[config.mk]
export PLATFORM = sky130hd
export DESIGN_NAME = divide_iterative
export DESIGN_NICKNAME = d
export VERILOG_FILES = /design/src/rtl/divide_iterative.sv
export SDC_FILE = /design/constraint.sdc
export NUM_CORES = 1
export LEC_CHECK = 0
export BUFFER_PORTS_ARGS = -buffer_cell sky130_fd_sc_hd__buf_2
export CAP_MARGIN = 25
export CORE_ASPECT_RATIO = 1.4
export CORE_UTILIZATION = 35
export DETAILED_ROUTE_END_ITERATION = 10
export SLEW_MARGIN = 20
export SYNTH_ARGS = -nofsm -noshare
export SYNTH_HDL_FRONTEND = slang
export SYNTH_SLANG_ARGS = --single-unit
export TNS_END_PERCENT = 30
[constraint.sdc]
create_clock -name clk -period 3.9 [get_ports clk]
set_input_delay 0.585 -clock clk [delete_from_list [all_inputs] [get_ports clk]]
set_output_delay 0.585 -clock clk [all_outputs]
set_load 0.02 [all_outputs]
[src/rtl/divide_iterative.sv]
// Iterative restoring divider: one quotient bit per clock, signed or unsigned,
// with valid/ready handshakes on both the operand and result sides.
module divide_iterative #(
   parameter int unsigned N = 8
) (
   input  logic         clk,
   input  logic         rst_n,
   input  logic         sign,
   input  logic         in_valid,
   output logic         in_ready,
   input  logic [N-1:0] A,
   input  logic [N-1:0] B,
   output logic         out_valid,
   input  logic         out_ready,
   output logic [N-1:0] Q,
   output logic [N-1:0] R,
   output logic         div_by_zero
);

   localparam int unsigned CW = (N > 1) ? $clog2(N) : 1;

   typedef enum logic [1:0] {
      IDLE = 2'd0,
      CALC = 2'd1,
      DONE = 2'd2
   } state_t;

   state_t state;
   state_t state_next;

   // dq starts as |A| and turns into the quotient as bits shift in from the right
   logic [N-1:0]  dq;
   logic [N-1:0]  divisor;
   logic [N-1:0]  rem;
   logic [CW-1:0] cnt;
   logic          neg_q;
   logic          neg_r;

   logic          accept_c;
   logic [N-1:0]  mag_a_c;
   logic [N-1:0]  mag_b_c;
   logic [N:0]    rem_shift_c;
   logic [N:0]    diff_c;
   logic          q_bit_c;
   logic [N-1:0]  rem_next_c;
   logic [N-1:0]  q_final_c;

   assign accept_c = in_valid & in_ready;

   // Operand magnitudes; |most-negative| still fits as an N-bit unsigned value
   always_comb begin
      mag_a_c = A;
      mag_b_c = B;
      if (sign && A[N-1]) mag_a_c = ~A + N'(1);
      if (sign && B[N-1]) mag_b_c = ~B + N'(1);
   end

   // One restoring step; the borrow out of the trial subtraction decides the quotient bit
   always_comb begin
      rem_shift_c = {rem, dq[N-1]};
      diff_c      = rem_shift_c - {1'b0, divisor};
      q_bit_c     = ~diff_c[N];
      rem_next_c  = q_bit_c ? diff_c[N-1:0] : rem_shift_c[N-1:0];
      q_final_c   = {dq[N-2:0], q_bit_c};
   end

   // Next-state decode
   always_comb begin
      state_next = state;
      case (state)
         IDLE: if (in_valid) state_next = (B == '0) ? DONE : CALC;
         CALC: if (cnt == '0) state_next = DONE;
         DONE: if (out_ready) state_next = IDLE;
         default: state_next = IDLE;
      endcase
   end

   // State register; handshake flags are registered copies of the next-state decode
   always_ff @(posedge clk) begin
      if (!rst_n) begin
         state     <= IDLE;
         in_ready  <= 1'b1;
         out_valid <= 1'b0;
      end else begin
         state     <= state_next;
         in_ready  <= (state_next == IDLE);
         out_valid <= (state_next == DONE);
      end
   end

   // Datapath: latch operands on accept, iterate in CALC, publish the signed-corrected result
   always_ff @(posedge clk) begin
      if (!rst_n) begin
         dq          <= '0;
         divisor     <= '0;
         rem         <= '0;
         cnt         <= '0;
         neg_q       <= 1'b0;
         neg_r       <= 1'b0;
         Q           <= '0;
         R           <= '0;
         div_by_zero <= 1'b0;
      end else begin
         case (state)
            IDLE: begin
               if (accept_c) begin
                  dq      <= mag_a_c;
                  divisor <= mag_b_c;
                  rem     <= '0;
                  cnt     <= CW'(N - 1);
                  neg_q   <= sign & (A[N-1] ^ B[N-1]);
                  neg_r   <= sign & A[N-1];
                  if (B == '0) begin
                     Q           <= '1;
                     R           <= A;
                     div_by_zero <= 1'b1;
                  end
               end
            end
            CALC: begin
               dq  <= q_final_c;
               rem <= rem_next_c;
               cnt <= cnt - CW'(1);
               if (cnt == '0) begin
                  Q           <= neg_q ? (~q_final_c + N'(1)) : q_final_c;
                  R           <= neg_r ? (~rem_next_c + N'(1)) : rem_next_c;
                  div_by_zero <= 1'b0;
               end
            end
            default: ;
         endcase
      end
   end

endmodule

# == Word-level counts from Yosys, hierarchy flattened ==
# Cells that the tools add are included.
# word_totals
in_bits,21
elab_cells,71
out_inout_bits,19
register_bits,50
# classes
n_reduce_logical,10
mux,28
bitwise_logic,9
eq_ne,6
add_sub_neg,6
# ops
cell,count
$mux 8,13
$pmux 8 s2,4
$add 8x1->8 const B,4
$not 8->8,4
$sub 9x8->9,1
$logic_not 8->1,1
$mux 2,4
$ne 2x2->1 const B,3
$pmux 2 s3,1
$pmux 3 s2,1
$eq 2x2->1 const B,2
$logic_not 2->1,2
$reduce_and 2->1,2
$reduce_and 4->1,1
$and 1x1->1,3
$logic_not 3->1,1
$mux 1,3
$mux 3,1
$sub 3x1->3 const B,1
$eq 2x1->1 const B,1
$logic_and 1x1->1,2
$pmux 1 s2,1
$reduce_bool 2->1,1
$not 1->1,1
$xor 1x1->1,1

# == Depth between registers and ports, before layout ==
# Gate-level depths: netlist (run 1).
# logic_depth
word_depth,7
depth_mapped,18
ltp_nobuf,17

# == Worst setup path before layout (run 1) ==
# Ideal clock, no wire load.
# synth_path
path_kind,register to register
startpoint,register dq[7]
endpoint,register R[6]
arrival_ns,3.470
t_required_ns,3.778
synth_period_minus_slack_ns,3.592
slack_ns,0.308
setup_ns,0.122
path_buffers,1
path_stages_with_launch,17
cell_sequence,dfxtp_1 -> inv_1 -> ha_1 -> inv_1 -> fa_1 -> a21o_1 -> a221oi_4 -> mux2i_2 -> nor2_4 -> buf_4 -> o21ai_0 -> ha_1 -> inv_1 -> or4_1 -> o2111ai_1 -> mux2i_1 -> o22ai_1
# synth_via
elab_chain_len,7
# synth_rtl
element,line_no,text
start: declaration,32,logic [N-1:0] dq;
start signal: assignment,107,dq <= mag_a_c;
start signal: assignment,121,dq <= q_final_c;
$sub 9x8->9,61,"diff_c = rem_shift_c - {1'b0, divisor};"
$mux 8 *,63,rem_next_c = q_bit_c ? diff_c[N-1:0] : rem_shift_c[N-1:0];
$not 8->8,126,R <= neg_r ? (~rem_next_c + N'(1)) : rem_next_c;
$add 8x1->8,126,
$mux 8 *,126,
$mux 8 *,124,if (cnt == '0) begin
$pmux 8 s2 *,104,case (state)
end signal: assignment,126,
end: declaration,16,"output logic [N-1:0] R,"
# Every way passes the cells marked *; elsewhere a longest branch is shown, timed or not. The select of a mux whose other input is x is not followed.
# A chain may end at the register's enable or synchronous reset.

# == Worst setup path in the final report (run 1) ==
# Ends and elaborated chain as after synthesis.

==> reports/metrics.yaml, run 1 <==
outcome:
  outcome: "completed"
timing:
  worst_clock_skew_ps: 5.78
  final.setup.tns_ps: 0
  grt_setup_unrepaired: "no"
  hold_violations: 0
  period_share: 0.944
  fin_ws_ps: 217
  drv_slew: 0
  fin_hold_ws_ps: 463
  setup_viol: 0
  tightest_slew_ps: 947
  min_period_ps: 3680
  max_freq_mhz: 271
  relSlewSlack: 0.369
place:
  pre_cts_ws_ps: 224
  dp.cells: 539
  routabilityCongestion: 0.886
  post_dp_cell_area_um2: 3550
  hpwlAfterDp_mm: 6.59
  port_buffers: 39
floorplan:
  core_area_um2: 8980
  die_y_um: 116
  start_util: 0.359
  die-width_um: 83.1
  die_area_um2: 9610
  fp-row-count: 41
  pin_count: 40
synthesis:
  yosys.area_share.simple: 0.208
  synthCells: 408
  synth_top_area_cell: "dfxtp_1"
  ys_seq_area_frac: 0.310
  synthTopCellsByArea: "dfxtp_1 (31%), ha_1 (5.4%), nand2_1 (5.1%), nor2_1 (4.5%), xnor2_1 (4.3%)"
  synth_top_family_by_area: "compound AO/OA/AOI/OAI gates"
  synth_fa_ha_area_frac: 0.0605
  yosys.area.top_type_share: 0.310
  syn_nets: 444
  synth_compound_area_frac: 0.256
  synthFlopType: "dfxtp_1"
  ys.warnings.count: 0
  synth_edf_count: 0
  synthesis.area_um2: 3220
  syn_area_per_cell_um2: 7.90
  synth_cell_types: 60
  synth.mux.area_fraction: 0.0423
  ys_ff_latch: 50
  async_reset_ff_frac: 0
  synth_xor_xnor_area_share: 0.0625
clock_network:
  clock-sinks: 50
  cts_resized: 0
  clock_latency_ps: 290
  postCtsSetupRepairBufs: 0
  cts_hold_buf: 0
  clk_path_buf_depth: 2
  cts_tree: "yes"
  cts_root_buf: "clkbuf_16"
  clkSlewWorstSetupHoldPaths_ps: 70
  cts_inserted_buffers: 5
  cts_htree_levels: 2
finish:
  area_delta_synth_final_pct: 15.4
  drive_gt1_frac: 0.189
  design_area_um2: 3720
  final_nets: 479
  antenna_cells: 0
  fillerInstances: 923
  stdcell_count: 551
global_route:
  grt_overflow_total: 0
  antenna_found_initial: 0
  grt_max_degree: 25
  grt_pass1_wl_mm: 14.3
  grt_pass1_vias: 2920
  grtUsageTotal: 0.186
critical_path:
  reg2reg_depth: 15
  worstSetupStartpointType: "flip-flop"
  r2r-end: "R[6]"
  crit_end: "R[6]"
  reg2reg_slack_ps: 220
  crit_type: "reg2reg"
  worstPathRequired_ps: 4060
  cp_max_fo: 8
  arrival_ps: 3840
  cp-startpoint: "dq[7]"
  cp-end-kind: "flip-flop"
  r2r-start: "dq[7]"
detailed_routing:
  remaining_drc_errors: 0
  drt_iter0_markers: 216
  vias: 3062
  via_per_inst: 5.56
  first_pass_iters: 4
  ant_nets: 0
  post_drt_wl_per_cell_um: 15.8
  wl_mm: 8.73
hold_path:
  hold_class: "reg2reg"
power:
  peakVddDrop_v: 0.000226
  p_per_area_nw_per_um2: 657
  leakagePower_uw: 0.00151
job:
  maxCapViolCount: 0
-- power breakdown --
| group | switching, uW | leakage [uW] | internal (uW) |
|---|---|---|---|
| clock | 197 | 0.0000708 | 238 |
| combinational | 749 | 0.00103 | 598 |
| sequential | 72.6 | 0.000409 | 589 |
-- sequential cells by signal, indices dropped and copies added, names as in the netlist, 2 cells and up --
| register | cells |
|---|---|
| Q | 8 |
| R | 8 |
| dq | 8 |
| rem | 8 |
| cnt | 3 |
| divisor | 8 |
| state | 2 |
-- critical path, cell delays in order, from the launching register on --
cell and delay (ps):
dfxtp_1 330, inv_1 70, ha_1 160, inv_1 70, fa_1 410, a21o_1 220, a221oi_4 320, mux2i_2 340
nor2_4 100, mux2i_1 230, ha_1 200, inv_1 60, or4_1 510, o2111ai_1 240, mux2i_1 210, o22ai_1 80
-- cells in the mapped netlist (all sizes together), types with 2 or more instances --
cell and number:
a21oi 24, inv 23, o31ai 5, o22ai 2
o2111ai 2, nand2 44, ha 14, o211a 2
xnor2 16, nor3b 2, mux2 7, o21a 6
nor3 10, nand2b 3, nor2b 3, or4 3
a31oi 9, xor2 7, clkbuf 20, and3 3
a21o 6, buf 5, a311oi 4, o221a 4
a221oi 3, a211oi 9, o21ai 22, dfxtp 50
nand3 18, nor4 2, nor2 40, or3 7
and2 4, mux2i 5, o221ai 2, o211ai 10
-- cells by family (layout without fill, tap and decap cells) --
logic type | count (synthesis) | count (layout)
DFF | 50 | 50
AOI/OAI and AO/OA | 118 | 118
xor gates and xnor gates | 23 | 23
and+or+nand+nor | 142 | 142
muxes | 12 | 12
buffers and inverters | 48 | 84
adders and majority gates | 15 | 15
-- final cells by class --
type | instances | area, um2 | share of cell area
multi-input cells | 310 | 2040 | 0.547
flip-flops and latches | 50 | 1000 | 0.269
clock buffers | 6 | 129 | 0.0346
clock inverters | 2 | 13.8 | 0.00370
repair buffers | 53 | 320 | 0.0861
well taps | 107 | 134 | 0.0360
inverters | 23 | 86.3 | 0.0232
-- how the worst min path moves through the flow --
stage                     startpoint          to  slack, ps  cells after the start
after floorplan           divisor[7]  divisor[7]        440                      2
after global placement    divisor[7]  divisor[7]        450                      2
after detailed placement  divisor[7]  divisor[7]        460                      2
after CTS                 divisor[7]  divisor[7]        470                      2
after global routing           dq[0]       dq[1]        490                      2
final                     divisor[7]  divisor[7]        460                      2
-- per-stage QoR --
| step | util | power [uW] |
|---|---|---|
| final | 0.414 | 2440 |
| after global routing | 0.414 | 2620 |
| after CTS | 0.411 | 2400 |
| after detailed placement | 0.395 | 1960 |
| after global placement | 0.392 | 1950 |
| after floorplan | - | 1620 |
-- metal layers --
| metal | vias up | GRT usage | wire (um) |
|---|---|---|---|
| li1 | 1536 | - | - |
| met1 | 1440 | 0.224 | 3800 |
| met2 | 69 | 0.329 | 4350 |
| met3 | 17 | 0.0242 | 327 |
| met4 | 0 | 0.0897 | 246 |
| met5 | - | 0 | 0 |
-- layout by cell type, fill, tap and decap left out, types with 6 or more instances in the layout --
master and n:
o21ai_0 21, nor3_1 9, buf_2 39, a211oi_1 9, a21oi_1 23, o211ai_1 10, nand3_1 18, or3_1 7
dfxtp_1 50, buf_4 13, xor2_1 7, inv_1 23, xnor2_1 16, nand2_1 44, o21a_1 6, a31oi_1 9
nor2_1 39, mux2_2 6, ha_1 14
Note: power is estimated with default switching activity, not from simulation.
==> inputs of run 2 (changes only) <==
Settings changed: CELL_PAD_IN_SITES_DETAIL_PLACEMENT set to 1, CELL_PAD_IN_SITES_GLOBAL_PLACEMENT set to 1, PLACE_DENSITY_LB_ADDON set to 0.1.
==> run 2 against run 1 <==
  * Clock power is 2% lower
  * Critical path depth stayed put
  * Worst hold slack better by 2.1 ps
  * Clock-buffer cell count is 1 higher
  * Core utilization is 0.21 points lower
  * Combinational power is 4% higher
==> reports/metrics.yaml, run 2 (same netlist as run 1, synthesis figures left out) <==
power:
  p_per_area_nw_per_um2: 672  # +2.3%
  peakVddDrop_v: 0.000495  # +120%
  leakagePower_uw: 0.00149  # -0.93%
critical_path:
  crit_path_cell_trace: "inv_1 -> ha_1 -> inv_1 -> fa_1 -> a21o_1 -> a221oi_4 -> mux2i_2 -> nor2_4 -> mux2i_2 -> ha_1 -> inv_1 -> or4_1 -> o2111ai_1 -> mux2i_1 -> o22ai_1"
  worstPathRequired_ps: 4090  # +30 ps
  r2r-start: "dq[7]"
  crit_type: "reg2reg"
  cp-end-kind: "flip-flop"
  cpMaxStageDelayCell: "or4_1"
  cp_max_fo: 7  # -1
  cp_common_cell: "inv_1"
  crit_buf_inv: 3  # unchanged
  r2r-end: "R[6]"
  arrival_ps: 3840  # about the same
  reg2reg_depth: 15  # unchanged
  critical-path-max-stage-delay_ps: 520  # about the same
  cpLargestDelayFamily: "compound AO/OA/AOI/OAI gates"
  reg2reg_slack_ps: 240  # +30 ps
  worstSetupStartpointType: "flip-flop"
global_route:
  antenna_found_initial: 0  # unchanged
  grt_overflow_total: 0  # unchanged
  grt_pass1_wl_mm: 16.1  # +13%
  grt_max_degree: 33  # +32%
  grtUsageTotal: 0.216  # +0.0294
  grt_pass1_vias: 3133  # +7.3%
hold_path:
  min-delay-start: "divisor[7]"
  hold_class: "reg2reg"
  min_path_cells: 2  # unchanged
  min_to: "divisor[7]"
timing:
  period_share: 0.937  # -0.00701
  relSlewSlack: 0.580  # +0.211
  final.setup.tns_ps: 0  # unchanged
  tightest_slew_ps: 630  # -316 ps
  setup_viol: 0  # unchanged
  hold_violations: 0  # unchanged
  worst_clock_skew_ps: 8.40  # +2.62 ps
  max_freq_mhz: 274  # +0.75%
  grt_setup_unrepaired: "no"
  min_period_ps: 3660  # -27.3 ps
  drv_slew: 0  # unchanged
detailed_routing:
  via_per_inst: 5.59  # +0.57%
  first_pass_iters: 4  # unchanged
  remaining_drc_errors: 0  # unchanged
  post_drt_wl_per_cell_um: 17.9  # +13%
  drt_iter0_markers: 106  # -51%
  wl_mm: 9.87  # +13%
  vias: 3074  # +0.39%
  ant_nets: 0  # unchanged
finish:
  drive_gt1_frac: 0.187  # -0.00183
  seqCellArea_um2: 1000  # unchanged
  stdcell_count: 550  # -0.18%
  final_nets: 479  # unchanged
  layout_common_cells: "dfxtp_1 (50), nand2_1 (44), nor2_1 (39), buf_2 (39)"
  fillerInstances: 1116  # +21%
  final_common_cell: "dfxtp_1"
  multiInputGateArea_um2: 2040  # +0.18%
  antenna_cells: 0  # unchanged
  area_delta_synth_final_pct: 14.8
place:
  hpwlAfterDp_mm: 7.46  # +13%
  dp.cells: 538  # -0.19%
  routabilityCongestion: 0.807  # -8.9%
  port_buffers: 39  # unchanged
clock_network:
  clk_path_buf_depth: 2  # unchanged
  clock-sinks: 50  # unchanged
  cts_tree: "yes"
  cts_inserted_buffers: 5  # unchanged
  clock_latency_ps: 300  # about the same
  cts_root_buf: "clkbuf_16"
  cts_htree_levels: 2  # unchanged
  clkSlewWorstSetupHoldPaths_ps: 70  # about the same
floorplan:
  die_y_um: 116  # unchanged
  start_util: 0.359  # unchanged
  fp-row-count: 41  # unchanged
  die-width_um: 83.1  # unchanged
  die_area_um2: 9610  # unchanged
  core_area_um2: 8980  # unchanged
  pin_count: 40  # unchanged
outcome:
  outcome: "completed"
job:
  maxCapViolCount: 0  # unchanged
==> run 2: cell type report <==
type | count | share of cell area
Multi-Input combinational cell | 310 | 0.551
Inverter | 23 | 0.0233
Sequential cell | 50 | 0.270
Clock buffer | 7 | 0.0358
Tap cell | 107 | 0.0362
Timing Repair Buffer | 53 | 0.0832
==> run 2: timing repair <==
action / in CTS / in global routing
endpoints found under the setup margin: 0 / 1
hold buffers: 0 / 0
setup buffers: 0 / 4
gates resized for setup: 0 / 2
==> run 2: report_power, final <==
group	switching (uW)	total, uW	internal, uW
Combinational	788	1400	611
Clock	190	425	235
Sequential	75.2	665	590
Total	1050	2490	1440
==> run 2: worst max-delay path by stage <==
stage | startpoint | to | slack, ps | cells after the start
floorplan | dq[7] | R[6] | 310 | 16
global placement | dq[7] | R[6] | 310 | 15
detailed placement | dq[7] | R[6] | 220 | 15
CTS | dq[7] | R[6] | 180 | 15
global route | dq[7] | R[6] | 30 | 15
finish | dq[7] | R[6] | 240 | 15
==> run 2: per-layer routing <==
metal | global-route usage | part of all wire | wire length (um) | up-vias
met5 | 0 | 0 | 0 | -
met4 | 0.0828 | 0.019 | 183 | 0
met3 | 0.0306 | 0.022 | 220 | 10
met2 | 0.405 | 0.53 | 5240 | 32
met1 | 0.246 | 0.43 | 4230 | 1494
li1 | - | - | - | 1538
==> run 2: worst reg2reg max path, stage by stage (launching register included) <==
cell	delay [ps]
dfxtp_1	330
inv_1	90
ha_1	170
inv_1	70
fa_1	410
a21o_1	220
a221oi_4	300
mux2i_2	340
nor2_4	90
mux2i_2	210
ha_1	190
inv_1	70
or4_1	520
o2111ai_1	240
mux2i_1	220
o22ai_1	80
==> run 2: through the flow <==
| stage | util | hold slack [ps] | power [uW] | area [um2] | setup slack [ps] |
|---|---|---|---|---|---|
| global placement | 0.392 | 452 | 1990 | 3520 | 308 |
| finish | 0.412 | 465 | 2490 | 3700 | 244 |
| floorplan | - | 436 | 1620 | 3220 | 308 |
| detailed placement | 0.392 | 461 | 2000 | 3520 | 223 |
| CTS | 0.407 | 469 | 2440 | 3650 | 177 |
| global route | 0.412 | 495 | 2680 | 3700 | 31.7 |
==> inputs of run 3 (changes only) <==
==> constraint.sdc (replaced) <==
create_clock -name clk -period 3.78 [get_ports clk]
set_input_delay 0.567 -clock clk [delete_from_list [all_inputs] [get_ports clk]]
set_output_delay 0.567 -clock clk [all_outputs]
set_load 0.01 [all_outputs]
==> run 3 against run 2 <==
  * Critical path type unchanged
  * Largest cell class unchanged
  * Setup slack lost 40 ps
  * Register-to-register slack lost 40 ps
  * Design area grew 2.5%
==> reports/metrics.yaml, run 3 (same netlist as run 1, synthesis figures left out) <==
floorplan:
  die_area_um2: 9610  # unchanged
  pin_count: 40  # unchanged
  fp-row-count: 41  # unchanged
  core_area_um2: 8980  # unchanged
  die_y_um: 116  # unchanged
  start_util: 0.359  # unchanged
  die-width_um: 83.1  # unchanged
timing:
  relSlewSlack: 0.498  # -0.0824
  tightest_slew_ps: 750  # +120 ps
  period_share: 0.946  # +0.00870
  final.setup.tns_ps: 0  # unchanged
  grt_setup_unrepaired: "no"
  drv_slew: 0  # unchanged
  min_period_ps: 3580  # -79.6 ps
  max_freq_mhz: 280  # +2.2%
  hold_violations: 0  # unchanged
  setup_viol: 0  # unchanged
  worst_clock_skew_ps: 8.56  # +0.161 ps
clock_network:
  cts_inserted_buffers: 5  # unchanged
  clock-sinks: 50  # unchanged
  cts_root_buf: "clkbuf_16"
  clk_path_buf_depth: 2  # unchanged
  clkSlewWorstSetupHoldPaths_ps: 70  # about the same
  cts_tree: "yes"
  cts_htree_levels: 2  # unchanged
  clock_latency_ps: 300  # about the same
critical_path:
  arrival_ps: 3760  # -80 ps
  crit_type: "reg2reg"
  crit_buf_inv: 3  # unchanged
  cpMaxStageDelayCell: "or4_4"
  r2r-start: "dq[7]"
  worstPathRequired_ps: 3970  # -120 ps
  cp_max_fo: 4  # -3
  critical-path-max-stage-delay_ps: 550  # +30 ps
  cpLargestDelayFamily: "compound AO/OA/AOI/OAI gates"
  r2r-end: "R[6]"
  worstSetupStartpointType: "flip-flop"
  crit_path_cell_trace: "inv_2 -> ha_4 -> inv_2 -> fa_2 -> a21o_1 -> a221oi_4 -> mux2i_2 -> nor2_4 -> mux2i_2 -> ha_2 -> inv_1 -> or4_4 -> o2111ai_4 -> mux2i_1 -> o22ai_1"
  reg2reg_slack_ps: 200  # -40 ps
  cp-end-kind: "flip-flop"
  reg2reg_depth: 15  # unchanged
detailed_routing:
  wl_mm: 10.3  # +4.1%
  ant_nets: 0  # unchanged
  remaining_drc_errors: 0  # unchanged
  first_pass_iters: 4  # unchanged
  via_per_inst: 5.66  # +1.3%
  drt_iter0_markers: 132  # +25%
  post_drt_wl_per_cell_um: 18.5  # +2.9%
  vias: 3149  # +2.4%
global_route:
  grtUsageTotal: 0.218  # +0.00205
  grt_pass1_wl_mm: 16.2  # +0.77%
  grt_pass1_vias: 3086  # -1.5%
  grt_overflow_total: 0  # unchanged
  antenna_found_initial: 0  # unchanged
  grt_max_degree: 32  # -3.0%
finish:
  drive_gt1_frac: 0.218  # +0.0309
  area_delta_synth_final_pct: 17.6
  fillerInstances: 1114  # -0.18%
  final_nets: 484  # +1.0%
  layout_common_cells: "dfxtp_1 (49), nand2_1 (44), nor2_1 (39), buf_2 (39), a21oi_1 (23)"
  final_common_cell: "dfxtp_1"
  design_area_um2: 3790  # +2.5%
  antenna_cells: 0  # unchanged
power:
  p_per_area_nw_per_um2: 705  # +4.8%
  p_total_uw: 2670  # +7.4%
  peakVddDrop_v: 0.000437  # -12%
  leakagePower_uw: 0.00153  # +2.3%
hold_path:
  min_path_cells: 2  # unchanged
  hold_class: "reg2reg"
  min_to: "R[6]"
  min-delay-start: "R[6]"
place:
  routabilityCongestion: 0.828  # +2.6%
  port_buffers: 39  # unchanged
  hpwlAfterDp_mm: 7.61  # +2.0%
  post_dp_cell_area_um2: 3530  # +0.43%
outcome:
  outcome: "completed"
job:
  maxCapViolCount: 0  # unchanged
==> run 3: worst max path at each step <==
stage                      from   end  slack [ps]  depth (start not counted)
final                     dq[7]  R[6]         200                         15
after global routing      dq[7]  R[6]          20                         15
after CTS                 dq[7]  R[6]          70                         15
after detailed placement  dq[7]  R[6]         110                         15
after global placement    dq[7]  R[6]         200                         15
after floorplan           dq[7]  R[6]         190                         16
==> run 3: what timing repair did <==
item / CTS / global route
setup endpoints to repair: 0 / 1
hold buffers: 0 / 0
gates resized for setup: 0 / 13
buffers inserted: 0 / 7
==> run 3: area by class of cell <==
class,instances,area (um2),share of cell area
clock buffers,7,143,0.0376
clock inverters,1,5.00,0.00132
inverters,23,86.3,0.0228
multi-input cells,310,2080,0.548
flip-flops and latches,50,1000,0.265
well taps,107,134,0.0353
repair buffers,58,342,0.0901
==> run 3: report_power, final <==
group	internal, uW	switching (uW)
combinational	670	846
clock	263	206
sequential	609	77.5
total	1540	1130
==> run 3: stage by stage <==
step / instances / setup slack [ps] / hold WS (ps) / util
final: 556 / 204 / 482 / 0.422
after global routing: 556 / 18.7 / 505 / 0.422
after CTS: 548 / 73.2 / 473 / 0.410
after detailed placement: 540 / 110 / 464 / 0.394
after global placement: 540 / 199 / 454 / 0.394
after floorplan: 408 / 188 / 436 / -
==> run 3: tightest hold or removal path: stages, from the launching register on <==
cell,delay (ps)
dfxtp_1,310
nand2_1,50
o22ai_1,70
==> run 3: per-layer routing <==
layer | wire length (um) | vias to the layer above | share of wire | track usage
li1 | - | 1547 | - | -
met1 | 4450 | 1530 | 0.43 | 0.258
met4 | 378 | 0 | 0.037 | 0.102
met3 | 289 | 22 | 0.028 | 0.0299
met2 | 5150 | 50 | 0.50 | 0.389
met5 | 0 | - | 0 | 0
